$ cat src/rtl/sfence_flush_queue.sv
// rtl/sfence_flush_queue.sv - in-order SFENCE.VMA buffer issuing committed TLB flush requests
module sfence_flush_queue #(
    parameter int unsigned DEPTH      = 2,
    parameter int unsigned ASID_WIDTH = 1,
    parameter int unsigned VLEN       = 64
) (
    input  logic                         clk_i,
    input  logic                         rst_i,
    input  logic                         flush_i,
    input  logic                         valid_i,
    output logic                         ready_o,
    input  logic [VLEN-1:0]              vaddr_i,
    input  logic [ASID_WIDTH-1:0]        asid_i,
    input  logic                         rs1_zero_i,
    input  logic                         rs2_zero_i,
    input  logic                         commit_i,
    output logic                         tlb_flush_valid_o,
    input  logic                         tlb_flush_ready_i,
    output logic [VLEN-1:0]              tlb_flush_vaddr_o,
    output logic [ASID_WIDTH-1:0]        tlb_flush_asid_o,
    output logic [1:0]                   tlb_flush_mode_o,
    output logic [$clog2(DEPTH+1)-1:0]   count_o,
    output logic                         busy_o
);

    localparam int unsigned PTR_W = (DEPTH > 1) ? $clog2(DEPTH) : 1;
    localparam int unsigned CNT_W = $clog2(DEPTH+1);

    typedef logic [PTR_W-1:0] ptr_t;
    typedef logic [CNT_W-1:0] cnt_t;

    function automatic ptr_t ptr_inc(input ptr_t p);
        return (p == ptr_t'(DEPTH-1)) ? '0 : p + ptr_t'(1);
    endfunction

    // Entries between rd and cmt are committed; between cmt and wr are speculative.
    ptr_t rd_ptr_q, cmt_ptr_q, wr_ptr_q;
    ptr_t rd_ptr_n, cmt_ptr_n, wr_ptr_n;
    cnt_t count_q, cmt_cnt_q;
    cnt_t count_n, cmt_cnt_n;

    logic [VLEN-1:0]       vaddr_q [DEPTH];
    logic [ASID_WIDTH-1:0] asid_q  [DEPTH];
    logic [1:0]            mode_q  [DEPTH];

    logic enq, deq, cmt;

    assign ready_o           = (count_q < cnt_t'(DEPTH));
    assign tlb_flush_valid_o = (cmt_cnt_q != '0);
    assign enq               = valid_i & ready_o & ~flush_i;
    assign deq               = tlb_flush_valid_o & tlb_flush_ready_i;
    assign cmt               = commit_i & (count_q != cmt_cnt_q);

    always_comb begin
        cmt_cnt_n = cmt_cnt_q + cnt_t'(cmt) - cnt_t'(deq);
        cmt_ptr_n = cmt ? ptr_inc(cmt_ptr_q) : cmt_ptr_q;
        rd_ptr_n  = deq ? ptr_inc(rd_ptr_q) : rd_ptr_q;
        wr_ptr_n  = enq ? ptr_inc(wr_ptr_q) : wr_ptr_q;
        count_n   = count_q + cnt_t'(enq) - cnt_t'(deq);
        // Flush sees this cycle's commit, so a same-cycle commit survives.
        if (flush_i) begin
            wr_ptr_n = cmt_ptr_n;
            count_n  = cmt_cnt_n;
        end
    end

    always_ff @(posedge clk_i or posedge rst_i) begin
        if (rst_i) begin
            rd_ptr_q  <= '0;
            cmt_ptr_q <= '0;
            wr_ptr_q  <= '0;
            count_q   <= '0;
            cmt_cnt_q <= '0;
        end else begin
            rd_ptr_q  <= rd_ptr_n;
            cmt_ptr_q <= cmt_ptr_n;
            wr_ptr_q  <= wr_ptr_n;
            count_q   <= count_n;
            cmt_cnt_q <= cmt_cnt_n;
        end
    end

    // Payload needs no reset: outputs are gated by the valid flag.
    always_ff @(posedge clk_i) begin
        if (enq) begin
            vaddr_q[wr_ptr_q] <= vaddr_i;
            asid_q[wr_ptr_q]  <= asid_i;
            mode_q[wr_ptr_q]  <= {~rs1_zero_i, ~rs2_zero_i};
        end
    end

    assign tlb_flush_vaddr_o = tlb_flush_valid_o ? vaddr_q[rd_ptr_q] : '0;
    assign tlb_flush_asid_o  = tlb_flush_valid_o ? asid_q[rd_ptr_q]  : '0;
    assign tlb_flush_mode_o  = tlb_flush_valid_o ? mode_q[rd_ptr_q]  : '0;
    assign count_o           = count_q;
    assign busy_o            = (count_q != '0);

endmodule
$ cat config.mk
export PLATFORM = sky130hd
export DESIGN_NAME = sfence_flush_queue
export DESIGN_NICKNAME = d
export VERILOG_FILES = /design/src/rtl/sfence_flush_queue.sv
export SDC_FILE = /design/constraint.sdc
export NUM_CORES = 1
export LEC_CHECK = 0
export ABC_CLOCK_PERIOD_IN_PS = 7600
export BUFFER_PORTS_ARGS = -buffer_cell sky130_fd_sc_hd__buf_2
export CAP_MARGIN = 25
export CORE_MARGIN = 3
export CORE_UTILIZATION = 42
export CTS_CLUSTER_DIAMETER = 30
export DETAILED_ROUTE_END_ITERATION = 10
export GPL_ROUTABILITY_DRIVEN = 0
export GPL_TIMING_DRIVEN = 0
export PLACE_DENSITY = 0.66
export SLEW_MARGIN = 20
export SYNTH_ARGS = -nofsm -noshare
export SYNTH_HDL_FRONTEND = slang
export SYNTH_SLANG_ARGS = --single-unit
$ cat constraint.sdc
create_clock -name clk_i -period 7.6 [get_ports clk_i]
set_input_delay 0.76 -clock clk_i [delete_from_list [all_inputs] [get_ports clk_i]]
set_output_delay 0.76 -clock clk_i [all_outputs]
set_load 0.005 [all_outputs]
==> impl_metrics.yaml <==
logic_synthesis:
  ys_top_cells_by_area: "edfxtp_1 73%, mux2i_1 12%, nor2_1 4.8%, dfrtp_1 3.2%, buf_2 1.0%"
  synth_top_cell_by_area: "edfxtp_1"
  avgSynthCellArea_um2: 16.3
  synth_cells: 340
  seq_area_frac_synth_pct: 75.9
  syn_nets: 415
  ys_ff_latch: 141
  yosysUniqueCellTypes: 34
  synth_top_area_share_pct: 72.7
  netlist_area_um2: 5530
  ys_warn_count: 0
cells_and_area:
  final_cell_mix: "155 x buf_2, 134 x edfxtp_1, 71 x nor2_1, 67 x mux2i_1, 17 x clkbuf_16"
  area_growth_syn_to_layout_pct: 29.7
  layout_commonest_cell: "buf_2"
  final_util_pct: 56.2
  drive_above_1_share_pct: 38.8
  nNetsFinal: 588
  diodes: 0
global_routing:
  antenna_found_initial: 1
  grtUsageTotal_pct: 15.4
  grt_pass1_wl_um: 16800
  grt_max_degree: 41
  first_global_vias: 3386
  overflow: 0
clock_tree:
  hold_buffers: 0
  cts_setup_buffers: 0
  numCtsBuffers: 17
  cts_tree: "yes"
  clk_pin_slew_worst_paths_ns: 0.06
  htree_levels: 4
  clkLatencyLatePin_ns: 0.41
  cts_root_buf: "clkbuf_16"
  ctsResizeCount: 0
  clockBufferDepth: 2
  cts.sink_count: 141
power:
  internal-power_w: 0.00186
  totalPowerFinal_w: 0.00266
  powerDensity_nw_per_um2: 370
  p_leak_nw: 2.98
  switching_share_pct: 30.2
  comb_power_share_pct: 31.9
  ir_drop_v: 0.000183
  power_frac_seq_pct: 37.2
  p_switching_w: 0.000801
  clock_power_share_pct: 30.9
routing:
  vias: 3314
  top_layer_used: "met5"
  drtPass1Iterations: 4
  drc: 0
  antenna_left: 0
  wl_met1_um: 4360
  wl_um: 10900
  drtIter0Drc: 114
  wl_per_cell_um: 15.6
  wl_met2_um: 5620
  wl_met3_um: 656
  routed_via_density: 4.75
worst_setup_path:
  crit_path_start_kind: "register"
  worstPathRequired_ns: 6.84
  worstSetupEndpointType: "output pin"
  worstSetupPathType: "reg2out"
  critPathMaxFanout: 10
  cp.arrival_ns: 2.09
outcome:
  status: "finished, final reports clean"
sta:
  hold_viol: 0
  slew_headroom_pct: 67.8
  skew_ns: 0.00415
  setup_viol: 0
  fmax_ghz: 0.351
  rsz0062_at_grt: "false"
  final-max-slew-violation-count: 0
  fin_crit_sh_pct: 37.5
  worst-slew-pin-transition_ns: 0.481
  worst_slack_ns: 4.75
  finalCriticalPeriod_ns: 2.85
floorplanning:
  start_util_pct: 43.3
  ios: 145
  core_area_um2: 12800
  dieArea_um2: 14600
  die_w_um: 121
  die_y_um: 121
  rows: 41
placed_design:
  port_buffers: 144
  post-dp-hpwl_um: 7620
  place_ws_ns: 5.13
worst_hold_path:
  hold_class: "in2async"
flow_run:
  maxCapViolCount: 0
==> final cells by class <==
| cell class | count | area (um2) |
|---|---|---|
| plain buffers | 17 | 88.8 |
| multi-input cells | 176 | 1230 |
| fillers | 1077 | 5600 |
| flip-flops and latches | 141 | 4200 |
| repair buffers | 154 | 823 |
| clock inverters | 15 | 173 |
| clock buffers | 17 | 425 |
| inverters | 6 | 22.5 |
| well taps | 172 | 215 |
==> flip-flops by register name, summed over array words and instances (netlist names) <==
signal     flops
cmt_cnt_q      2
asid_q         2
wr_ptr_q       1
cmt_ptr_q      1
vaddr_q      128
rd_ptr_q       1
mode_q         4
count_o        2
==> cell families after synthesis <==
| kind of cell | share of synthesized area (%) |
|---|---|
| xor gates and xnor gates | 1.09 |
| AOI/OAI and AO/OA | 1.72 |
| and+or+nand+nor | 6.31 |
| adders and majority gates | 0.452 |
| buffers and inverters | 2.01 |
| muxes | 12.5 |
| DFF | 75.9 |
==> routing by layer <==
layer | up-vias | GRT usage (%)
met5 | - | 0
met4 | 2 | 7.72
li1 | 1598 | -
met3 | 16 | 4.86
met2 | 96 | 26.0
met1 | 1602 | 17.5
==> worst paths after layout <==
check / startpoint / cells past startpoint / slack (ns) / to
worst max-delay path: cmt_cnt_q[0]$_DFF_PP0_ / 5 / 4.75 / tlb_flush_mode_o[0]
worst min-delay path: rst_i / 2 / 0.27 / rd_ptr_q$_DFFE_PP0P_
worst max register to register: count_o[1]$_DFF_PP0_ / 8 / 5.44 / vaddr_q[0][50]$_DFFE_PP_
worst min register to register: cmt_ptr_q$_DFF_PP0_ / 1 / 0.49 / cmt_ptr_q$_DFF_PP0_
max in group asynchronous: rst_i / 2 / 7.11 / cmt_cnt_q[0]$_DFF_PP0_
min in group clk_i: cmt_ptr_q$_DFF_PP0_ / 1 / 0.49 / cmt_ptr_q$_DFF_PP0_
==> power groups by stage <==
stage / combinational (W) / sequential (W) / clock (W)
final: 0.000847 / 0.000990 / 0.000821
after global routing: 0.000943 / 0.000997 / 0.000875
after CTS: 0.000870 / 0.000990 / 0.000843
after detailed placement: 0.000866 / 0.00101 / 0
after global placement: 0.000838 / 0.00102 / 0
after floorplan: 0.000515 / 0.00101 / 0
==> cell usage after synthesis (all sizes together) <==
library cell,n
nand2,3
mux2,2
o21bai,1
nor4,1
nor3b,2
and3b,1
or2,1
edfxtp,134
and2,1
o211a,1
buf,13
nand3,1
o22ai,1
nor2,71
o21ai,4
a22o,1
clkbuf,4
o211ai,1
mux2i,67
dfrtp,7
a21oi,3
o31ai,2
nor2b,2
and3,1
inv,6
nor3,1
xor2,2
xnor2,4
ha,2
==> worst max-delay path, stage by stage (launching register included) <==
cell and delay [ns]:
dfrtp_1 0.46, nor2_1 0.43, buf_2 0.31, buf_2 0.26, nor2_1 0.09, buf_2 0.13
==> metrics by stage <==
stage | cell area, um2 | hold slack (ns) | setup TNS [ns] | cells
after floorplan | 5530 | 0.439 | 0 | 340
after global placement | 6470 | 0.463 | -86.67 | 656
after detailed placement | 6580 | 0.474 | 0 | 666
after CTS | 7180 | 0.266 | 0 | 698
after global routing | 7180 | 0.276 | 0 | 698
final | 7180 | 0.274 | 0 | 698
Power figures use the tool's default switching activity.
